## config.mk

```make
export PLATFORM = sky130hd
export DESIGN_NAME = apb_master_mux
export DESIGN_NICKNAME = d
export VERILOG_FILES = /design/src/rtl/apb_master_mux.sv
export SDC_FILE = /design/constraint.sdc
export NUM_CORES = 1
export LEC_CHECK = 0
export BUFFER_PORTS_ARGS = -buffer_cell sky130_fd_sc_hd__buf_2
export CAP_MARGIN = 20
export CORE_AREA = 2 2 103 105
export DETAILED_ROUTE_END_ITERATION = 8
export DIE_AREA = 0 0 105 107
export GPL_TIMING_DRIVEN = 0
export PLACE_DENSITY = 0.74
export REMOVE_ABC_BUFFERS = 1
export SLEW_MARGIN = 20
export SYNTH_ARGS = -nofsm -noshare
export SYNTH_HDL_FRONTEND = slang
export SYNTH_SLANG_ARGS = --single-unit
```

## constraint.sdc

```tcl
create_clock -name PCLK -period 3.2 [get_ports PCLK]
set_input_delay 0.64 -clock PCLK [delete_from_list [all_inputs] [get_ports PCLK]]
set_output_delay 0.64 -clock PCLK [all_outputs]
set_load 0.01 [all_outputs]
```

## src/rtl/apb_master_mux.sv

```systemverilog
`timescale 1ns/1ps
// -----------------------------------------------------------------------------
// apb_master_mux
//   APB4 master for N slaves. It takes one request per IN_VALID/IN_READY
//   handshake, decodes the target slave from the top address bits, runs the
//   SETUP/ACCESS sequence and returns a one-cycle response pulse.
//   Back-to-back requests go straight from ACCESS to SETUP with no idle cycle.
//
// Optional feature macro: APB_TIMEOUT_EN
//   When defined, the master aborts an ACCESS phase after TIMEOUT_CYCLES
//   consecutive wait cycles and reports an error response.
//
// Ports
//   PCLK, PRESET          clock, asynchronous active-high reset
//   IN_VALID/IN_READY     request handshake
//   IN_ADDR/WRITE/DATA/STRB   request payload
//   OUT_VALID             one-cycle response pulse
//   OUT_RDATA/OUT_SLVERR  response payload (RDATA is 0 for writes and errors)
//   PADDR..PSTRB          APB request signals, PSEL is one-hot
//   PRDATA/PREADY/PSLVERR per-slave APB response signals
// -----------------------------------------------------------------------------
module apb_master_mux #(
    parameter int DATA_WIDTH     = 32,
    parameter int ADDRESS_WIDTH  = 8,
    parameter int SLAVES_NUM     = 4,
    parameter int STRB_WIDTH     = DATA_WIDTH / 8,
    parameter int TIMEOUT_CYCLES = 16
) (
    input  logic                             PCLK,
    input  logic                             PRESET,
    input  logic                             IN_VALID,
    output logic                             IN_READY,
    input  logic [ADDRESS_WIDTH-1:0]         IN_ADDR,
    input  logic                             IN_WRITE,
    input  logic [DATA_WIDTH-1:0]            IN_DATA,
    input  logic [STRB_WIDTH-1:0]            IN_STRB,
    output logic                             OUT_VALID,
    output logic [DATA_WIDTH-1:0]            OUT_RDATA,
    output logic                             OUT_SLVERR,
    output logic [ADDRESS_WIDTH-1:0]         PADDR,
    output logic [SLAVES_NUM-1:0]            PSEL,
    output logic                             PENABLE,
    output logic                             PWRITE,
    output logic [DATA_WIDTH-1:0]            PWDATA,
    output logic [STRB_WIDTH-1:0]            PSTRB,
    input  logic [SLAVES_NUM*DATA_WIDTH-1:0] PRDATA,
    input  logic [SLAVES_NUM-1:0]            PREADY,
    input  logic [SLAVES_NUM-1:0]            PSLVERR
);

    localparam int SEL_BITS = (SLAVES_NUM > 1) ? $clog2(SLAVES_NUM) : 1;
    localparam logic [SEL_BITS:0] SLV_LIM = (SEL_BITS + 1)'(SLAVES_NUM);

    // Elaboration-time parameter sanity checks.
    if ((DATA_WIDTH % 8) != 0 || SLAVES_NUM < 1 || SLAVES_NUM > 16 ||
        TIMEOUT_CYCLES < 1) begin : g_bad_params
        $error("apb_master_mux: illegal parameter combination");
    end

    typedef enum logic [1:0] {
        ST_IDLE   = 2'd0,
        ST_SETUP  = 2'd1,
        ST_ACCESS = 2'd2
    } state_t;

    state_t                    state_q, state_d;
    logic [ADDRESS_WIDTH-1:0]  paddr_q, paddr_d;
    logic [SLAVES_NUM-1:0]     psel_q, psel_d;
    logic                      penable_q, penable_d;
    logic                      pwrite_q, pwrite_d;
    logic [DATA_WIDTH-1:0]     pwdata_q, pwdata_d;
    logic [STRB_WIDTH-1:0]     pstrb_q, pstrb_d;
    logic                      out_valid_q, out_valid_d;
    logic [DATA_WIDTH-1:0]     out_rdata_q, out_rdata_d;
    logic                      out_slverr_q, out_slverr_d;
    // A request to an unmapped slave accepted on a completing edge cannot
    // share that edge's response pulse, so its error pulse is deferred.
    logic                      pend_err_q, pend_err_d;

`ifdef APB_TIMEOUT_EN
    localparam int TMO_W = ($clog2(TIMEOUT_CYCLES + 1) > 8) ? $clog2(TIMEOUT_CYCLES + 1) : 8;
    localparam logic [TMO_W-1:0] TMO_LAST = TMO_W'(TIMEOUT_CYCLES - 1);
    logic [TMO_W-1:0]          tmo_cnt_q, tmo_cnt_d;
`endif

    // ---------------- request decode ----------------
    logic [SEL_BITS-1:0]       req_idx;
    logic                      req_hit;
    logic [SLAVES_NUM-1:0]     req_onehot;

    assign req_idx = IN_ADDR[ADDRESS_WIDTH-1 -: SEL_BITS];
    assign req_hit = ({1'b0, req_idx} < SLV_LIM);

    for (genvar gi = 0; gi < SLAVES_NUM; gi++) begin : g_onehot
        assign req_onehot[gi] = (req_idx == SEL_BITS'(gi));
    end

    // ---------------- response mux (AND-OR on the one-hot PSEL) ----------------
    logic                      sel_ready;
    logic                      sel_slverr;
    logic [DATA_WIDTH-1:0]     rdata_or [SLAVES_NUM+1];
    logic [DATA_WIDTH-1:0]     sel_rdata;

    assign sel_ready  = |(PREADY  & psel_q);
    assign sel_slverr = |(PSLVERR & psel_q);
    assign rdata_or[0] = '0;

    for (genvar gi = 0; gi < SLAVES_NUM; gi++) begin : g_rdata_mux
        assign rdata_or[gi+1] = rdata_or[gi] |
            ({DATA_WIDTH{psel_q[gi]}} & PRDATA[gi*DATA_WIDTH +: DATA_WIDTH]);
    end
    assign sel_rdata = rdata_or[SLAVES_NUM];

    // ---------------- next-state / output logic ----------------
    logic in_ready;
    logic load_req;

    always_comb begin
        state_d      = state_q;
        paddr_d      = paddr_q;
        psel_d       = psel_q;
        penable_d    = penable_q;
        pwrite_d     = pwrite_q;
        pwdata_d     = pwdata_q;
        pstrb_d      = pstrb_q;
        out_valid_d  = 1'b0;
        out_rdata_d  = '0;
        out_slverr_d = 1'b0;
        pend_err_d   = 1'b0;
        in_ready     = 1'b0;
        load_req     = 1'b0;
`ifdef APB_TIMEOUT_EN
        tmo_cnt_d    = tmo_cnt_q;
`endif

        case (state_q)
            ST_IDLE: begin
                in_ready = ~pend_err_q;
                if (pend_err_q) begin
                    out_valid_d  = 1'b1;
                    out_slverr_d = 1'b1;
                end else if (IN_VALID) begin
                    if (req_hit) begin
                        load_req = 1'b1;
                    end else begin
                        out_valid_d  = 1'b1;
                        out_slverr_d = 1'b1;
                    end
                end
            end

            ST_SETUP: begin
                penable_d = 1'b1;
                state_d   = ST_ACCESS;
`ifdef APB_TIMEOUT_EN
                tmo_cnt_d = '0;
`endif
            end

            ST_ACCESS: begin
                in_ready = sel_ready;
                if (sel_ready) begin
                    out_valid_d  = 1'b1;
                    out_slverr_d = sel_slverr;
                    out_rdata_d  = (pwrite_q || sel_slverr) ? '0 : sel_rdata;
                    penable_d    = 1'b0;
                    if (IN_VALID && req_hit) begin
                        load_req = 1'b1;
                    end else begin
                        pend_err_d = IN_VALID;
                        state_d    = ST_IDLE;
                        psel_d     = '0;
                        pstrb_d    = '0;
                    end
                end else begin
`ifdef APB_TIMEOUT_EN
                    if (tmo_cnt_q == TMO_LAST) begin
                        out_valid_d  = 1'b1;
                        out_slverr_d = 1'b1;
                        penable_d    = 1'b0;
                        psel_d       = '0;
                        pstrb_d      = '0;
                        state_d      = ST_IDLE;
                    end else begin
                        tmo_cnt_d = tmo_cnt_q + 1'b1;
                    end
`endif
                end
            end

            default: begin
                state_d = ST_IDLE;
            end
        endcase

        // Shared request capture for both the IDLE and back-to-back paths.
        if (load_req) begin
            paddr_d   = IN_ADDR;
            pwrite_d  = IN_WRITE;
            pwdata_d  = IN_DATA;
            pstrb_d   = IN_WRITE ? IN_STRB : '0;
            psel_d    = req_onehot;
            penable_d = 1'b0;
            state_d   = ST_SETUP;
        end
    end

    // ---------------- state registers ----------------
    always_ff @(posedge PCLK or posedge PRESET) begin
        if (PRESET) begin
            state_q      <= ST_IDLE;
            paddr_q      <= '0;
            psel_q       <= '0;
            penable_q    <= 1'b0;
            pwrite_q     <= 1'b0;
            pwdata_q     <= '0;
            pstrb_q      <= '0;
            out_valid_q  <= 1'b0;
            out_rdata_q  <= '0;
            out_slverr_q <= 1'b0;
            pend_err_q   <= 1'b0;
`ifdef APB_TIMEOUT_EN
            tmo_cnt_q    <= '0;
`endif
        end else begin
            state_q      <= state_d;
            paddr_q      <= paddr_d;
            psel_q       <= psel_d;
            penable_q    <= penable_d;
            pwrite_q     <= pwrite_d;
            pwdata_q     <= pwdata_d;
            pstrb_q      <= pstrb_d;
            out_valid_q  <= out_valid_d;
            out_rdata_q  <= out_rdata_d;
            out_slverr_q <= out_slverr_d;
            pend_err_q   <= pend_err_d;
`ifdef APB_TIMEOUT_EN
            tmo_cnt_q    <= tmo_cnt_d;
`endif
        end
    end

    assign IN_READY   = in_ready;
    assign OUT_VALID  = out_valid_q;
    assign OUT_RDATA  = out_rdata_q;
    assign OUT_SLVERR = out_slverr_q;
    assign PADDR      = paddr_q;
    assign PSEL       = psel_q;
    assign PENABLE    = penable_q;
    assign PWRITE     = pwrite_q;
    assign PWDATA     = pwdata_q;
    assign PSTRB      = pstrb_q;

endmodule
```

# == Word-level counts from Yosys, hierarchy flattened ==
# Index checks and enable logic that the tools add are counted.
# W data, S select, Z words.
# word_totals
register_bits,86
input_bits,184
out_inout_bits,85
word_cells,63
# op_classes
n_eq_ne,9
mux,24
bitwise,9
n_reduce_logical,11
# op_table
op,n
$and A32 B32 Y32,4
$mux W32,3
$or A32 B32 Y32,3
$mux W4,6
$and A4 B4 Y4,2
$mux W1,8
$reduce_or A4 Y1,2
$eq A2 B2 Y1 const B,3
$mux W2,3
$ne A3 B3 Y1 const B,2
$pmux W1 S2,3
$pmux W2 S3,1
$reduce_and A3 Y1,2
$eq A2 B1 Y1 const B,2
$logic_not A2 Y1,2
$reduce_bool A2 Y1,2
$reduce_bool A3 Y1,1
$ne A2 B1 Y1 const B,1
$ne A2 B2 Y1 const B,1
$reduce_and A2 Y1,1
$logic_or A1 B1 Y1,1

# == Depth between registers and ports, before layout ==
# depth
ltp_word,7
depth_mapped,6
depth_no_buf,3

# == Least setup slack after synthesis ==
# Ideal clock, no wire load.
# synth_path
path_type,input port to flip-flop
from,input PREADY[2]
to,"register paddr_q[0], in the netlist PADDR[0]"
setup_time_ns,0.127
t_arrival_ns,1.663
t_required_ns,3.073
setup_slack_ns,1.410
cell_stages,4
path_buffers,1
path_cell_list,a22oi_4 > a311oi_4 > buf_6 > mux2_1
# synth_via
elab_chain_len,4
# synth_rtl
element,line,text
start: declaration,47,"input logic [SLAVES_NUM-1:0] PREADY,"
$and A4 B4 Y4,104,assign sel_ready = |(PREADY & psel_q);
$reduce_or A4 Y1,104,
$mux W1,162,if (sel_ready) begin
$pmux W1 S2,136,case (state_q)
end signal: assignment,227,paddr_q <= paddr_d;
end: declaration,67,"logic [ADDRESS_WIDTH-1:0] paddr_q, paddr_d;"
# Every way passes these cells.
# A chain may end at the register's enable or synchronous reset.

# == Worst setup path after layout ==
# layout_path
from,"register psel_q[2], in the netlist PSEL[2]"
to,"register pwdata_q[12], in the netlist PWDATA[12]"
# layout_via
elab_chain_len,4
# layout_rtl
element,line,text
start: declaration,68,"logic [SLAVES_NUM-1:0] psel_q, psel_d;"
start signal: assignment,228,psel_q <= psel_d;
$and A4 B4 Y4,104,
$reduce_or A4 Y1,104,
$mux W1,162,
$pmux W1 S2,136,
end signal: assignment,231,pwdata_q <= pwdata_d;
end: declaration,71,"logic [DATA_WIDTH-1:0] pwdata_q, pwdata_d;"
# Every way passes these cells.

==> metrics.txt <==
outcome completed; WP data arrival 2.83 ns; Lkg Pwr 0.00279 uW; Fin. Hold Viols 0; critical path peak fanout 36; largest net degree at the start of global routing 50; CP peak stage delay 0.86 ns; VDD IR max 376 uV; CTS tree done; CTS Buf Count 9; WP data required 3.43 ns; clk_lat worst skew 0.36 ns; Syn Std Cell Area 0.00375 mm^2; Num Clock Sinks 86; final period utilization 0.813; CP max-delay cell dfrtp_2; Max clock buf depth 2; residual DRC count 0; port buffer count 268; filler instances 896; hold crit path type input pin to asynchronous set/reset pin; CP Launch Type register; Worst Max-Slew Pin Slew 0.741 ns; Final min period 2.60 ns; Area Overhead vs Synth 43.5%; DR vias/cell 5.12; Remaining Overflow, GRT 0; Final ANT Viol Nets 0; hold_buf cts 0; crit-path cells a22oi_4, a311oi_4, buf_8, buf_6, mux2_1; global placement routability congestion 0.762; Nets 721; Setup Viol. Count Final 0; post_cts resized 0; Ports 269; post-CTS setup buffers 0; hpwl dp 8410 um; post-synth top area share 0.574; RSZ-0062 raised after global routing false; YS warnings 0; n_diodes 0; Non-Filler Instances 678; multi-input logic area 0.00142 mm^2; Syn Area/Cell 13.3 um^2; htree depth 3; Pins Over Slew Limit 0; most frequent cells in the layout buf_2, dfrtp_1, mux2_1; WS Path Type register to register; sum of negative setup slack 0 ns; core area 0.0101 mm^2; final core occ 0.533; Power Density 841 mW/mm^2; Synth cell types 25; Final Skew 0.0154 ns; GRT Util Overall 0.192; DIE WIDTH 105 um; Synth area leader dfrtp_1; Synth Register Bits 86; clock root buffer clkbuf_8; Starting Density 0.372; wire length per cell 16.1 um; first-pass GRT wire length 17000 um; vias in the first global route 3572; clock-pin slew on the worst setup and hold paths 0.10 ns; sequential cell area 0.00216 mm^2; Max Clk Rate 384 MHz; height of the die 107 um; sequential area share after synthesis 0.574; Die Area 0.0112 mm^2; Max-Cap Viols 0; worst hold margin 0.304 ns; total iterations of the first detailed-routing run 4; dpl cells 662; Routed Wire Length 10900 um; Rel. slew slack 0.506; synth top area cells dfrtp_1, mux2_1, a221oi_1; share of layout cells above drive strength 1 0.550; commonest non-fill, non-tap cell in the layout buf_2; Mapped Cells 282; initial DRC count 177; row count 37; crit path capture type register; initial antenna violation count 0; routed via count 3470
-- power by group --
group,switching (uW),leakage (uW),internal [uW]
Clock,412,0.0000939,314
Sequential,445,0.00109,1450
Combinational,932,0.00161,971
-- area by class of cell --
cell class / instances / area share
well taps: 136 / 0.0316
clock buffers: 10 / 0.0256
repair buffers: 273 / 0.264
inverters: 7 / 0.00535
flip-flops and latches: 86 / 0.401
clock inverters: 6 / 0.00953
multi-input cells: 160 / 0.263
-- sequential cells by signal, indices dropped and copies added (netlist names) --
register    cells
OUT_SLVERR      1
PSEL            4
PWDATA         32
PWRITE          1
PADDR           8
OUT_VALID       1
PSTRB           4
OUT_RDATA      32
state_q         2
PENABLE         1
-- Yosys cell counts --
cell and count:
nand3_1 1, nand3b_1 1, a22oi_4 2, buf_1 3
a31oi_1 1, a311oi_4 1, dfrtp_1 86, o22ai_1 1
a221oi_1 32, buf_2 6, inv_1 7, a311o_1 1
a211o_1 1, a22o_1 32, buf_6 5, clkbuf_2 1
clkbuf_1 13, buf_4 1, mux2_1 41, nor2_1 1
a32o_1 8, nor3_1 32, a21oi_1 2, a22oi_1 2
mux2i_1 1
-- logic make-up (layout without fill, tap and decap cells) --
kind of cell / count (synthesis) / in the layout / synth area share
flip-flops: 86 / 86 / 0.574
AO/OA/AOI/OAI: 83 / 83 / 0.204
multiplexers: 42 / 42 / 0.126
buffers and inverters: 36 / 296 / 0.0494
AND/OR/NAND/NOR: 35 / 35 / 0.0470
-- worst max-delay path, delay by kind of cell (launching register included) --
kind / cells / cell delay (ns)
mux: 1 / 0.34
buf+inv: 2 / 0.44
flops: 1 / 0.86
compound gates: 2 / 0.83
-- stage by stage --
stage | worst slack (ns) | power (uW) | cell area, um^2
finish | 0.599 | 4520 | 5380
global route | 0.447 | 4850 | 5380
CTS | 0.238 | 4580 | 5380
detailed placement | 0.252 | 3850 | 5190
global placement | -0.662 | 3710 | 5100
floorplan | 0.0650 | 2960 | 3590
-- metal layers --
layer  GRT usage  wire (um)
met1       0.218       4240
met2       0.346       5580
met3      0.0450        888
met4      0.0771        202
met5           0          0
-- final timing paths --
check | startpoint | to | slack, ns | cells past startpoint
worst max-delay path | PSEL[2] | PWDATA[12] | 0.60 | 5
worst min-delay path | PRESET | PWDATA[13] | 0.30 | 2
worst max register to register | PSEL[2] | PWDATA[12] | 0.60 | 5
worst min register to register | PWDATA[25] | PWDATA[25] | 0.49 | 1
max in group asynchronous | PRESET | PWDATA[4] | 2.29 | 3
min in group PCLK | PWDATA[25] | PWDATA[25] | 0.49 | 1
Note: power is estimated with default switching activity, not from simulation.
